### src/rtl/mem_arbiter.sv
// Byte-serial RAM port arbiter between the ICache and the load/store buffer.
// Define IO_BUF_STALL_EN to hold IO stores (0x30000/0x30004) while io_buffer_full is set.
module mem_arbiter #(
  parameter int ADDR_W = 32
) (
  input  logic              clk_in,
  input  logic              rst_in,
  input  logic              rdy_in,
  input  logic [7:0]        mem_din,
  output logic [7:0]        mem_dout,
  output logic [ADDR_W-1:0] mem_a,
  output logic              mem_wr,
  input  logic              req_ic_in,
  input  logic [ADDR_W-1:0] addr_ic_in,
  output logic              done_ic_out,
  output logic [31:0]       data_ic_out,
  input  logic              req_lsb_in,
  input  logic              wr_lsb_in,
  input  logic [1:0]        size_lsb_in,
  input  logic [ADDR_W-1:0] addr_lsb_in,
  input  logic [31:0]       data_lsb_in,
  output logic              done_lsb_out,
  output logic [31:0]       data_lsb_out,
`ifdef IO_BUF_STALL_EN
  input  logic              io_buffer_full,
`endif
  input  logic              refresh_rob_cdb_in
);

  // state  | meaning
  // IDLE   | no transfer; arbitrate when no done pulse and no flush
  // IC_RD  | 4-byte instruction fetch, cnt = byte being captured
  // LSB_RD | 1/2/4-byte load, cnt = byte being captured
  // LSB_WR | 1/2/4-byte store, cnt = byte on the bus
  typedef enum logic [1:0] {IDLE, IC_RD, LSB_RD, LSB_WR} state_t;

  localparam logic GRANT_IC  = 1'b0;
  localparam logic GRANT_LSB = 1'b1;

  state_t            state, state_nxt;
  logic [2:0]        cnt, cnt_nxt, len, len_nxt, idx_nxt, lsb_len;
  logic [ADDR_W-1:0] base, base_nxt, mem_a_nxt;
  logic              last_grant, last_grant_nxt;
  logic [31:0]       wbuf, wbuf_nxt, rbuf, rbuf_nxt, rbuf_cap;
  logic [31:0]       data_ic_nxt, data_lsb_nxt;
  logic [7:0]        mem_dout_nxt;
  logic              mem_wr_nxt, done_ic_nxt, done_lsb_nxt;
  logic              lsb_stall, lsb_ok, grant_lsb, grant_ic;

  always_comb begin
`ifdef IO_BUF_STALL_EN
    lsb_stall = io_buffer_full & wr_lsb_in &
                ((addr_lsb_in == ADDR_W'(32'h30000)) | (addr_lsb_in == ADDR_W'(32'h30004)));
`else
    lsb_stall = 1'b0;
`endif
    lsb_ok    = req_lsb_in & ~lsb_stall;
    grant_lsb = lsb_ok & (~req_ic_in | (last_grant == GRANT_IC));
    grant_ic  = req_ic_in & ~grant_lsb;
    case (size_lsb_in)
      2'd0:    lsb_len = 3'd1;
      2'd1:    lsb_len = 3'd2;
      default: lsb_len = 3'd4;
    endcase
  end

  always_comb begin
    state_nxt      = state;
    cnt_nxt        = cnt;
    len_nxt        = len;
    base_nxt       = base;
    last_grant_nxt = last_grant;
    wbuf_nxt       = wbuf;
    rbuf_nxt       = rbuf;
    mem_a_nxt      = mem_a;
    mem_dout_nxt   = mem_dout;
    mem_wr_nxt     = mem_wr;
    data_ic_nxt    = data_ic_out;
    data_lsb_nxt   = data_lsb_out;
    done_ic_nxt    = 1'b0;
    done_lsb_nxt   = 1'b0;
    idx_nxt        = cnt + 3'd1;
    rbuf_cap       = rbuf;
    rbuf_cap[{cnt[1:0], 3'b000} +: 8] = mem_din;

    case (state)
      IDLE: begin
        // A done pulse still high means the requester has not yet dropped its level.
        if (!done_ic_out && !done_lsb_out && !refresh_rob_cdb_in) begin
          if (grant_lsb) begin
            last_grant_nxt = GRANT_LSB;
            base_nxt       = addr_lsb_in;
            len_nxt        = lsb_len;
            cnt_nxt        = 3'd0;
            mem_a_nxt      = addr_lsb_in;
            rbuf_nxt       = 32'd0;
            if (wr_lsb_in) begin
              wbuf_nxt     = data_lsb_in;
              mem_dout_nxt = data_lsb_in[7:0];
              mem_wr_nxt   = 1'b1;
              state_nxt    = LSB_WR;
            end else begin
              mem_wr_nxt   = 1'b0;
              state_nxt    = LSB_RD;
            end
          end else if (grant_ic) begin
            last_grant_nxt = GRANT_IC;
            base_nxt       = addr_ic_in;
            len_nxt        = 3'd4;
            cnt_nxt        = 3'd0;
            mem_a_nxt      = addr_ic_in;
            rbuf_nxt       = 32'd0;
            mem_wr_nxt     = 1'b0;
            state_nxt      = IC_RD;
          end
        end
      end
      IC_RD, LSB_RD: begin
        if (refresh_rob_cdb_in) begin
          state_nxt = IDLE;
          cnt_nxt   = 3'd0;
        end else begin
          rbuf_nxt = rbuf_cap;
          cnt_nxt  = idx_nxt;
          if (idx_nxt == len) begin
            state_nxt = IDLE;
            cnt_nxt   = 3'd0;
            if (state == IC_RD) begin
              done_ic_nxt = 1'b1;
              data_ic_nxt = rbuf_cap;
            end else begin
              done_lsb_nxt = 1'b1;
              data_lsb_nxt = rbuf_cap;
            end
          end else begin
            mem_a_nxt = base + ADDR_W'(idx_nxt);
          end
        end
      end
      LSB_WR: begin
        // Stores here are committed, so a flush does not stop them.
        if (idx_nxt == len) begin
          mem_wr_nxt   = 1'b0;
          done_lsb_nxt = 1'b1;
          state_nxt    = IDLE;
          cnt_nxt      = 3'd0;
        end else begin
          cnt_nxt      = idx_nxt;
          mem_a_nxt    = base + ADDR_W'(idx_nxt);
          mem_dout_nxt = wbuf[{idx_nxt[1:0], 3'b000} +: 8];
        end
      end
      default: state_nxt = IDLE;
    endcase
  end

  always_ff @(posedge clk_in or posedge rst_in) begin
    if (rst_in) begin
      state        <= IDLE;
      cnt          <= 3'd0;
      len          <= 3'd0;
      base         <= '0;
      last_grant   <= GRANT_IC;
      wbuf         <= 32'd0;
      rbuf         <= 32'd0;
      mem_a        <= '0;
      mem_dout     <= 8'd0;
      mem_wr       <= 1'b0;
      done_ic_out  <= 1'b0;
      done_lsb_out <= 1'b0;
      data_ic_out  <= 32'd0;
      data_lsb_out <= 32'd0;
    end else if (rdy_in) begin
      state        <= state_nxt;
      cnt          <= cnt_nxt;
      len          <= len_nxt;
      base         <= base_nxt;
      last_grant   <= last_grant_nxt;
      wbuf         <= wbuf_nxt;
      rbuf         <= rbuf_nxt;
      mem_a        <= mem_a_nxt;
      mem_dout     <= mem_dout_nxt;
      mem_wr       <= mem_wr_nxt;
      done_ic_out  <= done_ic_nxt;
      done_lsb_out <= done_lsb_nxt;
      data_ic_out  <= data_ic_nxt;
      data_lsb_out <= data_lsb_nxt;
    end
  end

endmodule

### config.mk
export PLATFORM = sky130hd
export DESIGN_NAME = mem_arbiter
export DESIGN_NICKNAME = d
export VERILOG_FILES = /design/src/rtl/mem_arbiter.sv
export SDC_FILE = /design/constraint.sdc
export NUM_CORES = 1
export LEC_CHECK = 0
export CAP_MARGIN = 40
export CORE_MARGIN = 2
export CORE_UTILIZATION = 41
export DETAILED_ROUTE_END_ITERATION = 7
export GPL_TIMING_DRIVEN = 1
export MAX_ROUTING_LAYER = met4
export PLACE_DENSITY = 0.81
export SLEW_MARGIN = 20
export SYNTH_ARGS = -nofsm -noshare
export SYNTH_HDL_FRONTEND = slang
export SYNTH_SLANG_ARGS = --single-unit
### constraint.sdc
create_clock -name clk_in -period 6.5 [get_ports clk_in]
set_input_delay 0.65 -clock clk_in [delete_from_list [all_inputs] [get_ports clk_in]]
set_output_delay 0.65 -clock clk_in [all_outputs]
set_load 0.02 [all_outputs]
# Word-level counts from Yosys, hierarchy flattened
# Index checks and enable logic that the tools add are counted.
# Widths: inputs -> output; s select.
# classes
add_sub_neg	3
mul	0
n_div	0
magnitude_cmp	0
n_eq_ne	12
shifts	3
n_mux	49
n_bitwise	8
reduce_logical	20
# op_table
cell	n
$mux 32	9
$pmux 32 s3	1
$pmux 32 s2	1
$add 32x3->32	1
$bwmux 32	1
$mux 8	4
$shift 8x7->32 const A	1
$shiftx 32x6->8	1
$shiftx 8x7->32	1
$reduce_and 5->1	5
$mux 3	7
$pmux 8 s2	1
$mux 1	15
$ne 2x2->1 const B	6
$mux 2	5
$pmux 3 s3	1
$reduce_and 4->1	2
$neg 5->7	1
$pmux 2 s3	1
$pmux 3 s2	1
$reduce_and 6->1	1
$reduce_bool 2->1	3
$not 1->1	5
$eq 2x1->1 const B	2
other kinds (12)	19
# totals
regBits	212
latch_bits	0
mem_bits_rw	0
rom_bits	0
inputBits	113
out_inout_bits	107
elab_cells	109
memories	0

# Logic depth before layout (Yosys ltp)
# logic_depth
word_depth	9
ltp_mapped	10
ltp_nobuf	9

# Worst setup path after synthesis
# OpenSTA, ideal clock, no wires.
# synth_path
path_type	register to register
startpoint	register cnt[0]
endpoint	register mem_a[18]
setup_time_ns	0.126
t_arrival_ns	2.673
required_time_ns	6.374
slack_ns	3.701
stages_incl_launch_ff	10
n_path_buf	0
period_less_slack_ns	2.799
path_cell_list	dfrtp_1 -> inv_1 -> ha_1 -> inv_1 -> fa_1 -> nor2b_1 -> o2111ai_1 -> nor4_1 -> xnor2_1 -> a221o_1
# synth_via
elab_chain_cells	5
elab_cells_between_ends	6
cone_classes	add/sub: 2; eq/ne: 1; mux: 3
# synth_lines
element	line	text
start, declared	41	logic [2:0] cnt, cnt_nxt, len, len_nxt, idx_nxt, lsb_len;
start signal, assigned	175	cnt <= cnt_nxt;
$add 3x1->3 (*)	82	idx_nxt = cnt + 3'd1;
$add 32x3->32 or $eq 3x3->1 (tied branches)	n/a	
$mux 32 (*)	125, 142	
$mux 32	119	if (refresh_rob_cdb_in) begin
$pmux 32 s3 (*)	86	case (state)
end signal, assigned	181	mem_a <= mem_a_nxt;
end, declared	11	output logic [ADDR_W-1:0] mem_a,
# Every way passes the cells marked *; elsewhere a longest branch is shown, timed or not. The select of a mux whose other input is x is not followed.
# A chain may end at the register's enable or synchronous reset.

# Worst setup path after layout
# Same ends and word-level chain as after synthesis.

==> results.md <==
* Arrival time worst endpoint at 4.30 ns
* Flip-flop and latch area at 0.00531 sq mm
* Die Y at 160 um
* Setup TNS at 0 ns
* Fillers at 2022
* Clock root cell: clkbuf_16
* Area of the multi-input gates at 0.00426 sq mm
* Final count of hold timing violations at 0
* Initial detailed-routing violation count at 491
* Crit share post-route at 60.1%
* Async SR Flop Fraction at 100%
* PortBufs at 219
* Fmax at 256 MHz
* Most frequent cells in the layout: clkdlybuf4s50_1 (219), dfrtp_1 (212), nand2_1 (83)
* Data required time of the worst path at 6.89 ns
* Routability Congestion at 0.831
* Post-route minimum period at 3.91 ns
* Area Overhead vs Synth at 33.9%
* Slew Viols, Final at 0
* Leak Pwr at 0.00586 uW
* Clock-pin slew on the worst setup and hold paths at 0.06 ns
* Buffer count from post-CTS setup fixing at 0
* Critical-path top delay cell: dfrtp_1
* First-pass GRT wire length at 40700 um
* Post-synth top flop: dfrtp_1
* Critical path endpoint category: flip-flop
* Final HPWL DP at 18200 um
* Worst hold path class: flip-flop to flip-flop
* Clock skew at 0.0144 ns
* Gr usage total at 20.1%
* Initial Util at 42.0%
* Slew @ Worst Pin at 0.746 ns
* Die area at 0.0255 sq mm
* Via density per instance at 5.36
* Yosys warnings at 0
* Vias in the first global route at 7684
* Post-route DRC at 0
* Worst Setup Path Type: flip-flop to flip-flop
* Type of origin of the critical path: flip-flop
* Slew HR at 49.8%
* Maximum vdd drop at 0.000237 V
* Post-synth EDFFs at 0
* Setup Slack @ Placement at 2.27 ns
* DR vias at 7777
* Num CTS Buffers at 24
* Synthesized area at 0.00992 sq mm
* Die width at 160 um
* Count of cell types in the netlist at 54
* Fin nets at 1235
* Detailed Routing Iterations Pass 1 at 4
* IO Count at 220
* Layout cells sized above 1 at 11.6%
* Total gr overflow at 0
* Synth area leaders: dfrtp_1 (53%), mux2_2 (5.8%), o21ai_0 (3.8%), mux2i_1 (3.5%), a21oi_1 (3.5%)
* Seq/Total Area, Yosys at 53.5%
* Fin cells at 1450
* Yosys reg bits at 212
* CTS tree: built
* Syn Inst Count at 908
* Largest stage delay on the critical path at 0.73 ns
* Final setup violation count at 0
* Largest fanout on the critical path at 15
* RSZ-0062 raised after global routing: false
* Post-synth top area share at 53.5%
* Routed wire length at 25500 um
* CP most frequent cell: inv_1
* Final ANT Viol Nets at 0
* CP delay by family, top: adder cells
* Core ar. at 0.0236 sq mm
* Cts-stage hold buffer count at 0
* Worst skew pair latency at 0.51 ns
* Initial antenna violation count at 4
* Max H-tree Level at 1
* Most common cell after layout, fill and taps aside: clkdlybuf4s50_1
* Largest net degree at the start of global routing at 92
* Clk sinks at 212
* Buffers plus inverters on the worst setup path at 3
* Wire length per cell at 17.6 um
* Power Density at 422 mW/mm^2
* Syn avg cell area at 10.9 sq um
* Area leader, netlist: dfrtp_1
* Synth Net Count at 1033
* Max Cap Viol at 0
* Row Count at 56
* Placed cells at 1400
* Post-CTS resize count at 0
* Status: completed
* Clock buffer depth at 3
* Crit-path cells: inv_1 > ha_1 > buf_6 > inv_1 > fa_1 > nor2b_1 > o2111ai_1 > nor4_1 > xnor2_1 > a221o_1
* Final worst slack at 2.59 ns
power breakdown:
group          switching, uW  internal [uW]  total (uW)  leakage, uW
Combinational           1090           1020        2110      0.00267
Clock                    534            869        1400     0.000414
Sequential               324           1770        2090      0.00277
Total                   1940           3660        5610      0.00586
through the flow:
step	hold WS [ns]	utilization, %	total power (uW)	instance area (sq um)
5_1_grt	0.503	56.3	5920	13300
3_5_place_dp	0.470	52.6	4220	12400
6_report	0.480	56.3	5610	13300
2_1_floorplan	0.444	-	3390	9920
3_3_place_gp	0.460	52.1	4130	12300
4_1_cts	0.482	56.1	5630	13200
sequential cells by signal (all words and copies together) (netlist names):
signal,cells
mem_a,32
base,32
cnt,3
last_grant,1
rbuf,32
len,3
state,2
wbuf,32
data_lsb_out,32
mem_dout,8
data_ic_out,32
done_ic_out,1
done_lsb_out,1
mem_wr,1
worst min-delay path: stages, from the launching register on:
cell and delay, ns:
dfrtp_1 0.34, nand2_1 0.04, o21ai_0 0.06
worst paths after layout:
path | from | endpoint | slack, ns | cells after the start
worst max-delay path | cnt[0] | mem_a[18] | 2.59 | 10
worst min-delay path | data_lsb_out[14] | data_lsb_out[14] | 0.48 | 2
worst max register to register | cnt[0] | mem_a[18] | 2.59 | 10
worst min register to register | data_lsb_out[14] | data_lsb_out[14] | 0.48 | 2
max in group asynchronous | rst_in | base[18] | 4.39 | 5
min in group asynchronous | rst_in | mem_dout[0] | 0.53 | 2
cell families after synthesis:
kind of cell    synth area share, %
fa+ha+maj                      1.59
buf+inv                        3.78
flops                          53.5
xor+xnor                       2.46
compound gates                 16.4
mux                            11.1
simple gates                   11.1
cell type report:
type / instances / share of cell area [%]
inverter: 25 / 0.763
clock buffer: 37 / 5.65
antenna: 4 / 0.0754
sequential: 212 / 39.9
timing repair buffer: 236 / 17.9
multi-input combinational: 611 / 32.1
tap: 319 / 3.00
clock inverter: 6 / 0.603
routing by layer:
metal | GRT usage, % | vias to the layer above | routed length (um)
met3 | 4.22 | 36 | 1760
met2 | 32.7 | 259 | 12300
li1 | - | 3674 | -
met5 | - | - | 0
met4 | 4.34 | 0 | 448
met1 | 26.2 | 3808 | 10900
synthesized netlist by cell type (11+ instances only):
| cell | count |
|---|---|
| a21oi_1 | 69 |
| a22o_1 | 36 |
| mux2_2 | 51 |
| a21o_1 | 21 |
| o21ai_0 | 76 |
| ha_1 | 11 |
| buf_2 | 18 |
| a221o_1 | 15 |
| nand3_1 | 13 |
| xnor2_1 | 19 |
| dfrtp_1 | 212 |
| buf_1 | 12 |
| mux2i_1 | 35 |
| clkbuf_1 | 24 |
| inv_1 | 24 |
| nor2b_1 | 29 |
| nor2_1 | 59 |
| nand2_1 | 83 |
Note: power is estimated with default switching activity, not from simulation.
